==> src/rtl/seq_divider.sv <==
// Sequential restoring divider with valid/ready handshakes on both sides.
//
// Ports:
//   clk        clock, rising edge
//   rst        synchronous active-high reset
//   in_valid   operands present
//   in_ready   block accepts operands (IDLE only)
//   in_signed  two's-complement operation when 1 (forced to 0 when SIGNED_EN == 0)
//   dvd, dvs   dividend and divisor, WIDTH bits
//   out_valid  result present
//   out_ready  consumer accepts result
//   quo, rem   quotient and remainder, held until the next result is loaded
//   dbz        divide-by-zero flag, qualified by out_valid
//   busy       high in every state except IDLE
//
// Timing: operands accepted at cycle T give out_valid at T+WIDTH+2
// (WIDTH CALC cycles plus one FIX cycle). A zero divisor skips straight to DONE at T+1.
module seq_divider #(
    parameter int WIDTH     = 16,
    parameter int SIGNED_EN = 1
) (
    input  logic             clk,
    input  logic             rst,
    input  logic             in_valid,
    output logic             in_ready,
    input  logic             in_signed,
    input  logic [WIDTH-1:0] dvd,
    input  logic [WIDTH-1:0] dvs,
    output logic             out_valid,
    input  logic             out_ready,
    output logic [WIDTH-1:0] quo,
    output logic [WIDTH-1:0] rem,
    output logic             dbz,
    output logic             busy
);

    localparam int CW = (WIDTH > 2) ? $clog2(WIDTH) : 1;
    localparam logic [CW-1:0] CNT_LAST = CW'(WIDTH - 1);

    typedef enum logic [1:0] {
        IDLE,
        CALC,
        FIX,
        DONE
    } state_t;

    state_t           state;
    logic [WIDTH-1:0] shq;      // dividend bits shift out at the top, quotient bits shift in
    logic [WIDTH-1:0] prem;     // partial remainder
    logic [WIDTH:0]   dvs_mag;
    logic             q_neg;
    logic             r_neg;
    logic [CW-1:0]    cnt;

    // Operand magnitudes use WIDTH+1 bits so that |most negative| is exact.
    logic             sgn_mode;
    logic [WIDTH:0]   dvd_ext;
    logic [WIDTH:0]   dvs_ext;
    logic [WIDTH:0]   dvd_abs;
    logic [WIDTH:0]   dvs_abs;

    // One restoring step.
    logic [WIDTH:0]   trial;
    logic             take;
    logic [WIDTH-1:0] prem_nxt;

    always_comb begin
        sgn_mode = (SIGNED_EN != 0) && in_signed;
        dvd_ext  = {sgn_mode & dvd[WIDTH-1], dvd};
        dvs_ext  = {sgn_mode & dvs[WIDTH-1], dvs};
        dvd_abs  = dvd_ext[WIDTH] ? (~dvd_ext + 1'b1) : dvd_ext;
        dvs_abs  = dvs_ext[WIDTH] ? (~dvs_ext + 1'b1) : dvs_ext;

        trial    = {prem, shq[WIDTH-1]};
        take     = (trial >= dvs_mag);
        // When take is set the true difference is below the divisor, so WIDTH bits suffice.
        prem_nxt = take ? (trial[WIDTH-1:0] - dvs_mag[WIDTH-1:0]) : trial[WIDTH-1:0];
    end

    always_ff @(posedge clk) begin
        if (rst) begin
            state     <= IDLE;
            in_ready  <= 1'b1;
            out_valid <= 1'b0;
            busy      <= 1'b0;
            quo       <= '0;
            rem       <= '0;
            dbz       <= 1'b0;
            shq       <= '0;
            prem      <= '0;
            dvs_mag   <= '0;
            q_neg     <= 1'b0;
            r_neg     <= 1'b0;
            cnt       <= '0;
        end else begin
            case (state)
                IDLE: begin
                    if (in_valid) begin
                        in_ready <= 1'b0;
                        busy     <= 1'b1;
                        if (dvs == '0) begin
                            state     <= DONE;
                            out_valid <= 1'b1;
                            quo       <= '1;
                            rem       <= dvd;
                            dbz       <= 1'b1;
                        end else begin
                            state   <= CALC;
                            shq     <= dvd_abs[WIDTH-1:0];
                            // Top magnitude bit (always 0 here) preloads the partial remainder,
                            // so exactly WIDTH steps cover the WIDTH+1-bit dividend.
                            prem    <= {{(WIDTH - 1){1'b0}}, dvd_abs[WIDTH]};
                            dvs_mag <= dvs_abs;
                            q_neg   <= dvd_ext[WIDTH] ^ dvs_ext[WIDTH];
                            r_neg   <= dvd_ext[WIDTH];
                            cnt     <= '0;
                        end
                    end
                end
                CALC: begin
                    shq  <= {shq[WIDTH-2:0], take};
                    prem <= prem_nxt;
                    cnt  <= cnt + 1'b1;
                    if (cnt == CNT_LAST) begin
                        state <= FIX;
                    end
                end
                FIX: begin
                    // Overflow (most negative / -1) truncates naturally to the most negative value.
                    quo       <= q_neg ? (~shq + 1'b1) : shq;
                    rem       <= r_neg ? (~prem + 1'b1) : prem;
                    dbz       <= 1'b0;
                    out_valid <= 1'b1;
                    state     <= DONE;
                end
                DONE: begin
                    if (out_ready) begin
                        out_valid <= 1'b0;
                        busy      <= 1'b0;
                        in_ready  <= 1'b1;
                        state     <= IDLE;
                    end
                end
                default: begin
                    state <= IDLE;
                end
            endcase
        end
    end

endmodule

==> config.mk <==
export PLATFORM = sky130hd
export DESIGN_NAME = seq_divider
export DESIGN_NICKNAME = d
export VERILOG_FILES = /design/src/rtl/seq_divider.sv
export SDC_FILE = /design/constraint.sdc
export NUM_CORES = 1
export LEC_CHECK = 0
export BUFFER_PORTS_ARGS = -buffer_cell sky130_fd_sc_hd__buf_2
export CAP_MARGIN = 20
export CORE_MARGIN = 2
export CORE_UTILIZATION = 55
export DETAILED_ROUTE_END_ITERATION = 10
export PLACE_DENSITY = 0.83
export REMOVE_ABC_BUFFERS = 1
export SLEW_MARGIN = 5
export SYNTH_ARGS = -nofsm -noshare
export SYNTH_HDL_FRONTEND = slang
export SYNTH_SLANG_ARGS = --single-unit
==> constraint.sdc <==
create_clock -name clk -period 2.76 [get_ports clk]
set_input_delay 0.414 -clock clk [delete_from_list [all_inputs] [get_ports clk]]
set_output_delay 0.414 -clock clk [all_outputs]
set_load 0.01 [all_outputs]
; ---- Word level (Yosys, flattened, before mapping)
; Cells that the tools add are included.
; W data, S select, Z words.
[word_totals]
in_bits = 37
output_inout_bits = 36
reg_bits = 93
elab_cells = 84
[op_classes]
n_reduce_logical = 12
n_eq_ne = 9
add_sub_neg = 6
bitwise = 8
magnitude_cmp = 1
mux = 35
[ops]
columns = cell, count
row1 = $mux W16, 11
row2 = $pmux W16 S2, 4
row3 = $add A17 B1 Y17 const B, 2
row4 = $mux W17, 2
row5 = $not A17 Y17, 2
row6 = $add A16 B1 Y16 const B, 2
row7 = $not A16 Y16, 2
row8 = $ge A17 B17 Y1, 1
row9 = $logic_not A16 Y1, 1
row10 = $sub A16 B16 Y16, 1
row11 = $reduce_and A3 Y1, 5
row12 = $ne A2 B2 Y1 const B, 5
row13 = $mux W2, 4
row14 = $mux W4, 2
row15 = $pmux W2 S4, 1
row16 = $pmux W4 S2, 1
row17 = $mux W1, 6
row18 = $pmux W1 S2, 3
row19 = $reduce_bool A2 Y1, 3
row20 = $add A4 B1 Y4 const B, 1
row21 = $eq A2 B2 Y1 const B, 2
row22 = $eq A4 B4 Y1 const B, 1
row23 = $reduce_and A4 Y1, 1
row24 = $pmux W1 S3, 1
row25 = 6 further kinds, 7

; ---- Depth between registers and ports, before layout
; Gate-level depths: netlist of the first run.
[logic_depth]
depth_word = 7
depth_mapped = 12
ltp_nobuf = 11

; ---- Worst setup path after synthesis of the first run
; Ideal clock, no wire load.
[synth_path]
path_type = reg-to-reg
startpoint = register prem[0]
endpoint = register prem[7]
setup_time_ns = 0.129
path_stages_with_launch = 11
path_buffers = 2
setup_slack_ns = 0.297
synth_period_minus_slack_ns = 2.463
t_required_ns = 2.631
t_arrival_ns = 2.334
path_cell_list = dfxtp_1 > ha_1 > nor2b_1 > o21ai_0 > a21boi_0 > o311ai_0 > a21o_1 > buf_4 > buf_6 > mux2i_1 > o21ai_0
[synth_via]
elab_chain_len = 3
word_cells_on_any_way = 4
cone_classes = 1 x add/sub / 1 x order compare / 2 x mux
[synth_lines]
columns = element, line
row1 = start: declaration, 49  ; logic [WIDTH-1:0] prem;
row2 = start signal: assignment, 112  ; prem <= {{(WIDTH - 1){1'b0}}, dvd_abs[WIDTH]};
row3 = start signal: assignment, 122  ; prem <= prem_nxt;
row4 = $sub A16 B16 Y16 or $ge A17 B17 Y1 (tied branches), "77, 75"
row5 = $mux W16 (*), 77  ; prem_nxt = take ? (trial[WIDTH-1:0] - dvs_mag[WIDTH-1:0]) : trial[WIDTH-1:0];
row6 = $pmux W16 S2 (*), 96  ; case (state)
; Mark *: on every way between the ends. The rest lies on a longest branch, timed or not.
; A chain may end at the register's enable or synchronous reset.

; ---- Worst setup path after layout of the first run
[layout_path]
startpoint = register dvs_mag[3]
endpoint = register prem[8]
[layout_via]
elab_chain_len = 3
word_cells_on_any_way = 4
cone_classes = 1 x add/sub / 1 x order compare / 2 x mux
[layout_lines]
columns = element, line
row1 = start: declaration, 50  ; logic [WIDTH:0] dvs_mag;
row2 = start signal: assignment, 113  ; dvs_mag <= dvs_abs;
row3 = $sub A16 B16 Y16 or $ge A17 B17 Y1 (tied branches), "77, 75"
row4 = $mux W16 (*), 77
row5 = $pmux W16 S2 (*), 96
; Marks and branches as above.

==> results.json, run 1 <==
{
  "min_from": "dvs[0]",
  "ys_seq_elements": 93,
  "use_met1_pct": 35.1,
  "cts_hold_buf": 0,
  "worst-path-buf-inv": 3,
  "finalSetupViolations": 0,
  "die_h_um": 107,
  "clock-root-buffer": "clkbuf_8",
  "grt_start_max_net_pins": 73,
  "tightest_slew_ns": 0.552,
  "cap_violations": 0,
  "criticalPathCategory": "reg -> reg",
  "crit_chain": "inv_1, ha_1, and3_1, o21ai_0, a21boi_0, o311ai_0, buf_4, a21o_1, buf_12, mux2i_1, o21ai_0",
  "reg2reg_from": "dvs_mag[3]",
  "finalWorstSetupSlack_ns": 0.246,
  "cp_common_cell": "o21ai_0",
  "crit_family": "compound AO/OA/AOI/OAI gates",
  "p_sw_uw": 2910,
  "cp-start-kind": "flop",
  "async_flop_share_pct": 0,
  "crit_start": "dvs_mag[3]",
  "drive_gt1_share_pct": 16.2,
  "slew_violations": 0,
  "peakVddDrop_v": 0.000557,
  "ant_nets": 0,
  "wl_um": 14900,
  "critPathRequiredTime_ns": 3.03,
  "num_vias": 5556,
  "hold_viol": 0,
  "drtPass1Iterations": 7,
  "critPathMaxStageDelay_ns": 0.34,
  "finalNonFillerCells": 959,
  "hpwl_um": 11600,
  "nNetsFinal": 883,
  "seq_area_frac_synth_pct": 31.6,
  "num-fill-cells": 926,
  "p_leak_uw": 0.00281,
  "gp_congestion": 0.898,
  "drt-vias-per-instance": 5.79,
  "critPathArrivalTime_ns": 2.78,
  "path_max_fanout": 17,
  "busiest_layer": "met2",
  "fmax_mhz": 398,
  "clkTransAtPathRegs_ns": 0.10,
  "antenna_cells": 0,
  "slowest_stage": "dfxtp_1",
  "rsz0062_at_grt": "no",
  "grt_use_met3_pct": 4.12,
  "yosysWarnings": 0,
  "hold_path_class": "in -> reg",
  "cts_inserted_buffers": 9,
  "dp_slack_ns": 0.0469,
  "synth_area_um2": 5890,
  "drtIter0Drc": 373,
  "die_width_um": 107,
  "avgSynthCellArea_um2": 7.92,
  "pwr-share-clk_pct": 13.8,
  "p_sw_share_pct": 44.4,
  "endpoint_kind": "flop",
  "yosysUniqueCellTypes": 63,
  "core_um2": 10400,
  "grt_usage_pct": 26.6,
  "met2_usage_pct": 43.9,
  "cellPowerDensity_nw_per_um2": 975,
  "ios": 73,
  "synth_edf_count": 0,
  "combPwrFrac_pct": 56.1,
  "avgRoutedWirePerCell_um": 15.5,
  "grt_pass1_wl_um": 24900,
  "fp.dieArea_um2": 11600,
  "p_int_uw": 3640,
  "ys.flop_type": "dfxtp_1",
  "fin_crit_ns": 2.51,
  "insertion_delay_ns": 0.38,
  "post_cts_resize_count": 0,
  "area_growth_pct": 14.0,
  "p_total_uw": 6550,
  "clock_path_buffers": 2,
  "syn_inst": 744,
  "antenna_found_initial": 0,
  "cts.sinks": 93,
  "port_buffers": 72,
  "core.rowCount": 37,
  "seqPwrFrac_pct": 30.1,
  "grt_overflow": 0,
  "placedCellCount": 943,
  "fin_crit_sh_pct": 91.1,
  "post_cts_buffers": 0,
  "htree_num_levels": 3,
  "grt_pass1_vias": 5266,
  "max-slew-margin-rel_pct": 62.8,
  "initial_utilization_pct": 56.8,
  "finClkSkew_ns": 0.00891,
  "drc": 0,
  "outcome": "complete, no violations",
  "cts_tree": "done"
}
## worst reg2reg max path: stages, from the launching register on
cell and delay (ns):
dfxtp_1 0.34, inv_1 0.06, ha_1 0.33, and3_1 0.24, o21ai_0 0.11, a21boi_0 0.16
o311ai_0 0.34, buf_4 0.18, a21o_1 0.15, buf_12 0.17, mux2i_1 0.23, o21ai_0 0.09
## worst paths after layout
path / end / slack [ns] / cells after the start
min: dvs_mag[0] / 0.32 / 3
max: prem[8] / 0.25 / 11
max reg2reg: prem[8] / 0.25 / 11
min reg2reg: rem[4] / 0.46 / 2
## per-stage QoR
stage | hold WS, ns | area (um^2) | util, % | TNS, ns
global route | 0.343 | 6720 | 64.8 | 0
finish | 0.323 | 6720 | 64.8 | 0
detailed placement | 0.447 | 6510 | 62.8 | 0
floorplan | 0.425 | 5710 | - | -63.89
CTS | 0.321 | 6710 | 64.7 | 0
global placement | 0.437 | 6510 | 62.8 | 0
## final cells by class
| type | instances | area [um^2] | share of cell area [%] |
|---|---|---|---|
| Inverter | 39 | 146 | 2.18 |
| Multi-Input combinational cell | 573 | 3720 | 55.4 |
| Tap cell | 136 | 170 | 2.53 |
| Sequential cell | 93 | 1860 | 27.7 |
| Clock inverter | 5 | 42.5 | 0.634 |
| Timing Repair Buffer | 102 | 623 | 9.28 |
| Clock buffer | 11 | 151 | 2.25 |
## sequential cells by signal (all words and copies together) (netlist names)
| signal | count |
|---|---|
| dbz | 1 |
| in_ready | 1 |
| shq | 16 |
| busy | 1 |
| state | 2 |
| cnt | 4 |
| out_valid | 1 |
| r_neg | 1 |
| rem | 16 |
| q_neg | 1 |
| dvs_mag | 17 |
| prem | 16 |
| quo | 16 |
## logic make-up (layout without fill, tap and decap cells)
group,after synthesis,count (layout),share of synthesized area (%)
muxes,20,20,3.40
buffers and inverters,78,157,5.61
adders and majority gates,28,28,6.07
AOI/OAI and AO/OA,203,203,23.7
xor gates and xnor gates,65,65,9.66
DFF,93,93,31.6
and+or+nand+nor,257,257,19.9
## layer usage
layer,up-vias,routed length (um)
li1,2806,-
met1,2536,6780
met2,184,6970
met3,30,789
met4,0,325
met5,-,0
## placed cells by master, fill, tap and decap left out, drive strengths merged, types with 27 or more instances in the layout
master | Yosys | routed
a211oi | 37 | 37
a21oi | 41 | 41
buf | 12 | 102
dfxtp | 93 | 93
ha | 27 | 27
inv | 39 | 41
nand2 | 72 | 72
nor2 | 108 | 108
o21ai | 40 | 40
xor2 | 42 | 42
## power groups by stage
| stage | sequential (uW) | clock (uW) | combinational, uW |
|---|---|---|---|
| floorplan | 2010 | 0 | 2450 |
| global placement | 1970 | 0 | 3540 |
| detailed placement | 2000 | 0 | 3620 |
| CTS | 1960 | 916 | 3630 |
| global route | 2020 | 961 | 4080 |
| finish | 1970 | 902 | 3670 |
## synth_stat cells, types with 20 or more instances
library cell	instances	area, um^2
nor2_1	107	402
dfxtp_1	93	1860
nand2_1	71	267
xor2_1	42	368
a21oi_1	41	205
inv_1	39	146
a211oi_1	37	278
o21ai_0	37	185
clkbuf_1	27	101
ha_1	27	338
xnor2_1	23	201
mux2i_1	20	200
Power figures use the tool's default switching activity.
==> run 2: changes to the inputs <==
Settings changed: BUFFER_PORTS_ARGS -buffer_cell sky130_fd_sc_hd__buf_2 to not set, CELL_PAD_IN_SITES_DETAIL_PLACEMENT set to 0, CELL_PAD_IN_SITES_GLOBAL_PLACEMENT set to 1, CORE_UTILIZATION 55 to 48, DONT_BUFFER_PORTS set to 1, PLACE_DENSITY 0.83 to 0.88.
==> run 2 against run 1 <==
Effect of this change: largest cell class unchanged; largest power group unchanged; global-route usage shrank 2.7 points; die area grew 14%; power grew 5.3%; register-to-register slack lost 0.08 ns; clock skew is essentially flat; clock power grew 56%; worst hold slack lost 0.19 ns.
==> results.json, run 2 (synthesized netlist as in run 1, its figures left out) <==
{
  "outcome": "complete, no violations",
  "drt-vias-per-instance": 5.89,
  "endpoint_kind": "flop",
  "crit_start": "prem[0]",
  "finClkSkew_ns": 0.00852,
  "die_h_um": 115,
  "max-slew-margin-rel_pct": 32.0,
  "initial_utilization_pct": 49.0,
  "fin_crit_ns": 2.59,
  "port_buffers": 0,
  "rsz0062_at_grt": "yes",
  "finalNonFillerCells": 896,
  "grt_start_max_net_pins": 82,
  "clock-root-buffer": "clkbuf_16",
  "cts_hold_buf": 0,
  "finalSetupViolations": 0,
  "cellPowerDensity_nw_per_um2": 1060,
  "gp_congestion": 0.865,
  "grt_pass1_vias": 5158,
  "dpl_cell_area_um2": 6150,
  "slew_violations": 0,
  "fmax_mhz": 386,
  "insertion_delay_ns": 0.35,
  "cp-start-kind": "flop",
  "core.rowCount": 40,
  "die_width_um": 115,
  "drtPass1Iterations": 5,
  "crit_chain": "buf_4, or2_2, or4b_1, o41ai_4, o21ai_0, xor2_1, mux2i_1, a211oi_1",
  "post_cts_buffers": 0,
  "core_um2": 12000,
  "critPathRequiredTime_ns": 3.03,
  "layout_common_cells": "nor2_1, dfxtp_1, nand2_1",
  "num_vias": 5275,
  "largest-register": "dvs_mag",
  "area_growth_pct": 10.4,
  "largest_register_ffs": 17,
  "utilization_pct": 54.1,
  "hold_viol": 0,
  "placedCellCount": 881,
  "hpwl_um": 11700,
  "cap_violations": 0,
  "drive_gt1_share_pct": 8.01,
  "cts_inserted_buffers": 9,
  "cts_tree": "done",
  "antenna_cells": 0,
  "criticalPathCategory": "reg -> reg",
  "htree_num_levels": 3,
  "grt_usage_pct": 23.9,
  "final_common_cell": "nor2_1",
  "cts.sinks": 93,
  "p_leak_uw": 0.00253,
  "fp.dieArea_um2": 13200,
  "grt_overflow": 0,
  "wl_um": 15300,
  "critPathArrivalTime_ns": 2.86,
  "hold_path_class": "in -> reg",
  "ios": 73,
  "post_cts_resize_count": 0,
  "fin_hold_ws_ns": 0.135,
  "fin_crit_sh_pct": 93.9,
  "fin_area_um2": 6500,
  "avgRoutedWirePerCell_um": 17.0,
  "slowest_stage": "or4b_1",
  "grt_pass1_wl_um": 25300,
  "drc": 0,
  "nNetsFinal": 810,
  "antenna_found_initial": 0,
  "tightest_slew_ns": 1.02,
  "drtIter0Drc": 402,
  "reg2reg_from": "prem[0]",
  "clock_path_buffers": 2,
  "critPathMaxStageDelay_ns": 0.58,
  "ant_nets": 0,
  "path_max_fanout": 6,
  "clkTransAtPathRegs_ns": 0.06,
  "peakVddDrop_v": 0.000512,
  "min_from": "rst"
}
[run 2: cell count changes in the layout (fill, tap and decap cells not counted), sizes merged]
cell,change
buf,-73
bufinv,+3
clkinvlp,-2
inv,-2
[run 2: final cells by class]
cell class,count,area (um^2)
multi-input cells,573,3740
fillers,1184,5510
inverters,39,146
clock inverters,4,97.6
repair buffers,29,243
well taps,147,184
clock buffers,11,233
flip-flops and latches,93,1860
[run 2: through the flow]
| step | setup TNS [ns] | worst slack [ns] | power, uW |
|---|---|---|---|
| 6_report | 0 | 0.169 | 6890 |
| 5_1_grt | -0.0171 | -0.0171 | 7420 |
| 4_1_cts | 0 | 0.0508 | 6870 |
| 3_5_place_dp | 0 | 0.0699 | 5450 |
| 3_3_place_gp | 0 | 0.148 | 5390 |
| 2_1_floorplan | -63.89 | -1.53 | 4460 |
[run 2: critical path, delay by kind of cell (launching register included)]
| family | cells | cell delay (ns) |
|---|---|---|
| AOI/OAI and AO/OA | 3 | 0.79 |
| xor gates and xnor gates | 1 | 0.23 |
| muxes | 1 | 0.12 |
| buffers and inverters | 1 | 0.16 |
| DFF | 1 | 0.32 |
| and+or+nand+nor | 2 | 0.89 |
[run 2: power breakdown]
part	total, uW	switching [uW]	internal [uW]
sequential	2040	364	1680
combinational	3440	1970	1470
clock	1410	529	881
total	6890	2870	4030
[run 2: path summary, 6_finish.rpt]
kind	to	cells after the start	slack, ns
worst min register to register	dvs_mag[16]	2	0.47
worst max-delay path	rem[13]	8	0.17
worst max register to register	rem[13]	8	0.17
worst min-delay path	rem[8]	1	0.13
[run 2: metal layers]
metal	wire, um	vias up	share of wire [%]	global-route usage, %
met1	6910	2435	45	30.9
met2	7040	164	46	40.0
met3	1140	18	7.4	5.85
met5	0	-	0	0
li1	-	2658	-	-
met4	193	0	1.3	6.67
